==> src/rtl/ysyx_25040109_csr_pkg.sv <==
// Shared CSR addresses, csr_op encodings, mstatus field positions and reset values.
// YSYX_MCYCLE_EN adds the mcycle/mcycleh addresses.
package ysyx_25040109_csr_pkg;

  typedef enum logic [1:0] {
    CSR_OP_NONE  = 2'b00,
    CSR_OP_WRITE = 2'b01,
    CSR_OP_SET   = 2'b10,
    CSR_OP_CLEAR = 2'b11
  } csr_op_e;

  localparam logic [11:0] CSR_MSTATUS = 12'h300;
  localparam logic [11:0] CSR_MTVEC   = 12'h305;
  localparam logic [11:0] CSR_MEPC    = 12'h341;
  localparam logic [11:0] CSR_MCAUSE  = 12'h342;
`ifdef YSYX_MCYCLE_EN
  localparam logic [11:0] CSR_MCYCLE  = 12'hB00;
  localparam logic [11:0] CSR_MCYCLEH = 12'hB80;
`endif

  localparam int MSTATUS_MIE    = 3;
  localparam int MSTATUS_MPIE   = 7;
  localparam int MSTATUS_MPP_LO = 11;
  localparam int MSTATUS_MPP_HI = 12;

  localparam logic [31:0] MSTATUS_RST = 32'h0000_1800;
  localparam logic [31:0] MTVEC_RST   = 32'h0000_0000;
  localparam logic [31:0] MEPC_RST    = 32'h0000_0000;
  localparam logic [31:0] MCAUSE_RST  = 32'h0000_0000;

  function automatic logic [31:0] csr_alu(input csr_op_e op, input logic [31:0] old_val,
                                          input logic [31:0] src);
    logic [31:0] res;
    case (op)
      CSR_OP_WRITE: res = src;
      CSR_OP_SET:   res = old_val | src;
      CSR_OP_CLEAR: res = old_val & ~src;
      default:      res = old_val;
    endcase
    return res;
  endfunction

  // MPP is hardwired to machine mode; only MIE and MPIE are stored.
  function automatic logic [31:0] mstatus_pack(input logic mie, input logic mpie);
    logic [31:0] val;
    val = '0;
    val[MSTATUS_MPP_HI:MSTATUS_MPP_LO] = 2'b11;
    val[MSTATUS_MPIE] = mpie;
    val[MSTATUS_MIE]  = mie;
    return val;
  endfunction

endpackage

==> src/rtl/ysyx_25040109_csr_file.sv <==
// Machine-mode CSR file: op ALU, trap entry / mret sequencing.
// YSYX_MCYCLE_EN adds the free-running 64-bit mcycle counter.
module ysyx_25040109_csr_file
  import ysyx_25040109_csr_pkg::*;
(
  input  logic        clk,
  input  logic        rst_n,
  input  logic [1:0]  csr_op_i,
  input  logic [11:0] csr_addr_i,
  input  logic [31:0] csr_src_i,
  output logic [31:0] csr_rdata_o,
  output logic        csr_illegal_o,
  input  logic        trap_valid_i,
  input  logic [31:0] trap_pc_i,
  input  logic [31:0] trap_cause_i,
  input  logic        mret_valid_i,
  output logic [31:0] mtvec_o,
  output logic [31:0] mepc_o
);

  csr_op_e     op;
  logic        hit;
  logic        csr_we;
  logic [31:0] old_val;
  logic [31:0] new_val;

  logic        mie_q, mie_d;
  logic        mpie_q, mpie_d;
  logic [31:0] mtvec_q, mtvec_d;
  logic [31:0] mepc_q, mepc_d;
  logic [31:0] mcause_q, mcause_d;

`ifdef YSYX_MCYCLE_EN
  logic [63:0] mcycle_q, mcycle_d;
`endif

  assign op = csr_op_e'(csr_op_i);

  always_comb begin
    old_val = '0;
    hit     = 1'b1;
    case (csr_addr_i)
      CSR_MSTATUS: old_val = mstatus_pack(mie_q, mpie_q);
      CSR_MTVEC:   old_val = mtvec_q;
      CSR_MEPC:    old_val = mepc_q;
      CSR_MCAUSE:  old_val = mcause_q;
`ifdef YSYX_MCYCLE_EN
      CSR_MCYCLE:  old_val = mcycle_q[31:0];
      CSR_MCYCLEH: old_val = mcycle_q[63:32];
`endif
      default:     hit = 1'b0;
    endcase
  end

  // A trap or mret in the same cycle swallows the software CSR update.
  assign csr_we        = (op != CSR_OP_NONE) && hit && !trap_valid_i && !mret_valid_i;
  assign new_val       = csr_alu(op, old_val, csr_src_i);
  assign csr_rdata_o   = old_val;
  assign csr_illegal_o = (op != CSR_OP_NONE) && !hit;
  assign mtvec_o       = mtvec_q;
  assign mepc_o        = mepc_q;

  always_comb begin
    mie_d    = mie_q;
    mpie_d   = mpie_q;
    mtvec_d  = mtvec_q;
    mepc_d   = mepc_q;
    mcause_d = mcause_q;
    if (trap_valid_i) begin
      mepc_d   = {trap_pc_i[31:2], 2'b00};
      mcause_d = trap_cause_i;
      mpie_d   = mie_q;
      mie_d    = 1'b0;
    end else if (mret_valid_i) begin
      mie_d  = mpie_q;
      mpie_d = 1'b1;
    end else if (csr_we) begin
      case (csr_addr_i)
        CSR_MSTATUS: begin
          mie_d  = new_val[MSTATUS_MIE];
          mpie_d = new_val[MSTATUS_MPIE];
        end
        CSR_MTVEC:  mtvec_d  = {new_val[31:2], 2'b00};
        CSR_MEPC:   mepc_d   = {new_val[31:2], 2'b00};
        CSR_MCAUSE: mcause_d = new_val;
        default: ;
      endcase
    end
  end

  always_ff @(posedge clk or negedge rst_n) begin
    if (!rst_n) begin
      mie_q    <= MSTATUS_RST[MSTATUS_MIE];
      mpie_q   <= MSTATUS_RST[MSTATUS_MPIE];
      mtvec_q  <= MTVEC_RST;
      mepc_q   <= MEPC_RST;
      mcause_q <= MCAUSE_RST;
    end else begin
      mie_q    <= mie_d;
      mpie_q   <= mpie_d;
      mtvec_q  <= mtvec_d;
      mepc_q   <= mepc_d;
      mcause_q <= mcause_d;
    end
  end

`ifdef YSYX_MCYCLE_EN
  // A write to one half replaces it and freezes the other half (no carry that cycle).
  always_comb begin
    mcycle_d = mcycle_q + 64'd1;
    if (csr_we && (csr_addr_i == CSR_MCYCLE))
      mcycle_d = {mcycle_q[63:32], new_val};
    else if (csr_we && (csr_addr_i == CSR_MCYCLEH))
      mcycle_d = {new_val, mcycle_q[31:0]};
  end

  always_ff @(posedge clk or negedge rst_n) begin
    if (!rst_n) mcycle_q <= '0;
    else        mcycle_q <= mcycle_d;
  end
`endif

endmodule

==> src/rtl/ysyx_25040109_regfile_csr_v2.sv <==
// GPR file with write bypass and busy-bit scoreboard, plus the machine-mode CSR file.
// Optional mcycle/mcycleh counters are enabled with YSYX_MCYCLE_EN.
module ysyx_25040109_regfile_csr_v2
  import ysyx_25040109_csr_pkg::*;
#(
  parameter int DATA_WIDTH = 32,
  parameter int ADDR_WIDTH = 5,
  parameter int NUM_RPORTS = 2
) (
  input  logic                             clk,
  input  logic                             rst_n,
  input  logic [NUM_RPORTS*ADDR_WIDTH-1:0] raddr,
  output logic [NUM_RPORTS*DATA_WIDTH-1:0] rdata,
  output logic [NUM_RPORTS-1:0]            rbusy,
  input  logic                             iss_valid,
  input  logic [ADDR_WIDTH-1:0]            iss_rd,
  input  logic                             wen,
  input  logic [ADDR_WIDTH-1:0]            waddr,
  input  logic [DATA_WIDTH-1:0]            wdata,
  input  logic [1:0]                       csr_op,
  input  logic [11:0]                      csr_addr,
  input  logic [DATA_WIDTH-1:0]            csr_src,
  output logic [DATA_WIDTH-1:0]            csr_rdata,
  output logic                             csr_illegal,
  input  logic                             trap_valid,
  input  logic [31:0]                      trap_pc,
  input  logic [DATA_WIDTH-1:0]            trap_cause,
  input  logic                             mret_valid,
  output logic [31:0]                      mtvec_out,
  output logic [31:0]                      mepc_out
);

  localparam int NREGS = 1 << ADDR_WIDTH;

  logic [DATA_WIDTH-1:0] gpr_q [NREGS];
  logic [NREGS-1:0]      busy_q, busy_d;
  logic                  gpr_we;

  assign gpr_we = wen && (waddr != '0);

  genvar gi;
  generate
    for (gi = 0; gi < NUM_RPORTS; gi++) begin : g_rport
      logic [ADDR_WIDTH-1:0] ra;
      logic                  byp;
      assign ra  = raddr[gi*ADDR_WIDTH +: ADDR_WIDTH];
      assign byp = gpr_we && (waddr == ra);
      assign rdata[gi*DATA_WIDTH +: DATA_WIDTH] = (ra == '0) ? '0 : (byp ? wdata : gpr_q[ra]);
      // The bypassed writeback is the one the reader was waiting for.
      assign rbusy[gi] = (ra != '0) && !byp && busy_q[ra];
    end
  endgenerate

  always_comb begin
    busy_d = busy_q;
    if (gpr_we)
      busy_d[waddr] = 1'b0;
    if (iss_valid && (iss_rd != '0))
      busy_d[iss_rd] = 1'b1;
  end

  always_ff @(posedge clk or negedge rst_n) begin
    if (!rst_n) begin
      for (int i = 0; i < NREGS; i++)
        gpr_q[i] <= '0;
      busy_q <= '0;
    end else begin
      if (gpr_we)
        gpr_q[waddr] <= wdata;
      busy_q <= busy_d;
    end
  end

  ysyx_25040109_csr_file u_csr (
    .clk           (clk),
    .rst_n         (rst_n),
    .csr_op_i      (csr_op),
    .csr_addr_i    (csr_addr),
    .csr_src_i     (csr_src),
    .csr_rdata_o   (csr_rdata),
    .csr_illegal_o (csr_illegal),
    .trap_valid_i  (trap_valid),
    .trap_pc_i     (trap_pc),
    .trap_cause_i  (trap_cause),
    .mret_valid_i  (mret_valid),
    .mtvec_o       (mtvec_out),
    .mepc_o        (mepc_out)
  );

endmodule

==> config.mk <==
export PLATFORM = sky130hd
export DESIGN_NAME = ysyx_25040109_regfile_csr_v2
export DESIGN_NICKNAME = d
export VERILOG_FILES = /design/src/rtl/ysyx_25040109_csr_pkg.sv /design/src/rtl/ysyx_25040109_csr_file.sv /design/src/rtl/ysyx_25040109_regfile_csr_v2.sv
export SDC_FILE = /design/constraint.sdc
export NUM_CORES = 2
export LEC_CHECK = 0
export ABC_AREA = 0
export CAP_MARGIN = 20
export CORE_MARGIN = 5
export CORE_UTILIZATION = 55
export DETAILED_ROUTE_END_ITERATION = 6
export MAX_ROUTING_LAYER = met4
export PLACE_DENSITY_LB_ADDON = 0.2
export SLEW_MARGIN = 20
export SYNTH_ARGS = -nofsm -noshare
export SYNTH_HDL_FRONTEND = slang
export SYNTH_SLANG_ARGS = --single-unit
==> constraint.sdc <==
create_clock -name clk -period 4.8 [get_ports clk]
set_input_delay 0.96 -clock clk [delete_from_list [all_inputs] [get_ports clk]]
set_output_delay 0.96 -clock clk [all_outputs]
set_load 0.01 [all_outputs]
==> metrics.cfg <==
[yosys]
synthCells=4991
ys_top_cells_by_area=dfrtp_1 (45%), mux2_2 (18%), mux4_2 (14%)
yosysTopAreaCell=dfrtp_1
ys_async_sr_fraction_pct=100
syn_area_um2=64100
yosysUniqueCellTypes=76
yosys.cell_count.top_type=dfrtp_1
avgSynthCellArea_um2=12.8
ys_ff_latch=1150
seq_area_frac_synth_pct=44.9
synth.top_cell.area_share_pct=44.9
ys.flop_type=dfrtp_1
synth_commonest_cells=dfrtp_1 (1150), mux2_2 (1037), mux4_2 (408), clkbuf_1 (322), mux2i_1 (271)
yosys_warnings=0
synth-edff-count=0

[cts]
path_clk_slew_ps=60
cts_max_level=4
cts_buffers=130
clock_latency_ps=750
cts_sinks=1150
cts_setup_buffers=0
clk_root_buffer_cell=clkbuf_16
cts_tree=done
cts_buffer_depth=3

[placement]
dp.final_hpwl_mm=141
routabilityCongestion=0.934
placedCellCount=6691
io_buffers=324

[power]
vdd_drop_max_uv=306
leakage_uw=0.0329
p_seq_share_pct=43.8
power_frac_comb_pct=21.5
power.density_nw_per_um2=384
p_clk_share_pct=34.7
internal-power_uw=20900
p_switching_uw=8050
swShare_pct=27.8

[timing]
rsz0062_at_grt=false
tightest_slew_ps=966
hold_viol=0
fmax_ghz=0.210
min_period_ps=4770
clock_skew_ps=7.15
setup_violations=0
slew_viol_final=0
relSlewSlack_pct=34.6
fin_crit_sh_pct=99.4

[global_routing]
grt_usage_pct=36.0
grt_pass1_wl_mm=320
grt_overflow=0
grt_pass1_vias=48500
grt_max_degree=108
antenna_found_initial=10

[critical_path]
regToRegSetupSlack_ps=3020
cpPeakStageDelay_ps=540
path_max_fanout=14
cp_top_family=buffers and inverters
worstSetupPathType=in -> out
rr_startpoint=u_csr.mepc_o[3]
cp-start-kind=primary input
crit_buf_inv=6
worstPathArrival_ps=3810
crit_chain=clkdlybuf4s50_1, buf_12, xor2_1, nor4_1, buf_4, and3_2, buf_12, a22oi_1, o21ai_1, buf_4, clkdlybuf4s50_1
crit_slowest_cell=clkdlybuf4s50_1
r2r-end=u_csr.mie_q
cp.required_ps=3840
r2r_cells=7
crit_path_end_kind=output pin

[flow_run]
maxCapViolCount=0

[final_layout]
utilization_pct=65.0
area_growth_pct=17.6
finalNonFillerCells=6930
layout.nets=5467
drive_above_1_share_pct=39.6

[floorplan]
boundaryPins=331
dieArea_um2=124000
coreArea_um2=116000
die_y_um=351
initial_utilization_pct=55.2
die_w_um=351
row_count=125

[drt]
routed-via-count=47600
wl_per_cell_um=31.2
drt_iter0_drc=4485
avgViaCountPerCell=6.87
drc=0
drt-pass1-iter-count=6
wl_mm=216
ant_nets=0

[worst_hold_path]
hold_class=in -> async

[outcome]
run_status=complete, no violations

layout make-up:
class                           instances  area (um2)
Fill cell                            8555       40700
Multi-Input combinational cell       3261       33000
Sequential cell                      1150       28800
Timing Repair Buffer                  714        7240
Clock buffer                          188        3810
Tap cell                             1524        1910
Clock inverter                         39         462
Inverter                               42         158
Antenna cell                           12        30.0
routing by layer:
metal | up-vias | GRT usage (%) | wire [um]
met5 | - | - | 0
met4 | 0 | 17.4 | 12300
li1 | 19600 | - | -
met2 | 2563 | 54.2 | 98000
met1 | 24800 | 46.2 | 83100
met3 | 632 | 9.06 | 22500
worst register-to-register path: cells and delay by family, from the launching register on:
family                 cells  cell delay (ps)
DFF                        1              390
AOI/OAI and AO/OA          5             1130
and+or+nand+nor            1              110
buffers and inverters      1               50
power groups by stage:
stage	sequential [uW]	clock, uW	combinational, uW
floorplan	12400	0	4280
finish	12700	10100	6230
CTS	12700	10100	6210
detailed placement	12800	0	6170
global placement	12700	0	6030
global route	12900	10600	6670
cell families after synthesis:
| group | after synthesis | share of synthesized area (%) |
|---|---|---|
| buffers and inverters | 583 | 4.00 |
| and+or+nand+nor | 692 | 5.34 |
| muxes | 1716 | 36.8 |
| DFF | 1150 | 44.9 |
| xor gates and xnor gates | 11 | 0.150 |
| other | 1 | 0.00585 |
| AOI/OAI and AO/OA | 838 | 8.84 |
state kept, by name, indices dropped and copies added, names as in the netlist:
register / count
busy_q: 32
gpr_q: 1024
u_csr.mcause_q: 32
u_csr.mepc_o: 30
u_csr.mie_q: 1
u_csr.mpie_q: 1
u_csr.mtvec_o: 30
placed cells by master, fill, tap and decap left out, drive strengths merged, types with 42 or more instances in the layout:
master / Yosys / layout
clkbuf: 325 / 188
nor2b: 42 / 42
inv: 42 / 49
a221oi: 73 / 73
o21ai: 190 / 190
mux2: 1037 / 1037
buf: 216 / 408
and2: 42 / 42
mux4: 408 / 408
nand3: 88 / 88
a31oi: 45 / 45
dfrtp: 1150 / 1150
a211oi: 78 / 78
a22oi: 95 / 95
mux2i: 271 / 271
nor3: 42 / 42
a21oi: 182 / 182
clkdlybuf4s50: 0 / 303
nand2: 202 / 202
nor2: 168 / 168
timing repair:
item	CTS	global route
endpoints found under the setup margin	7	30
gates resized for setup	9	14
hold buffers	0	0
metrics by stage:
step | power (uW) | hold slack [ps] | TNS, ps | setup WS [ps] | instance area (um2)
detailed placement | 19000 | 382 | -676 | -339 | 71000
CTS | 29000 | 270 | 0 | 4.39 | 75300
finish | 29000 | 267 | 0 | 28.8 | 75400
global placement | 18700 | 377 | -983 | -400 | 71000
global route | 30100 | 290 | 0 | 6.54 | 75400
floorplan | 16700 | 441 | 0 | 1070 | 64100
worst max-delay path by stage:
stage                  start   endpoint  slack (ps)  cells past startpoint
global placement    waddr[2]  rdata[45]        -400                     10
finish              waddr[2]  rdata[55]          30                     11
global route        waddr[2]  rdata[23]           7                     11
floorplan           raddr[0]  rdata[29]        1070                      7
CTS                 waddr[2]  rdata[31]           4                      9
detailed placement  waddr[2]  rdata[45]        -340                     10
(Power assumes the default switching activity.)
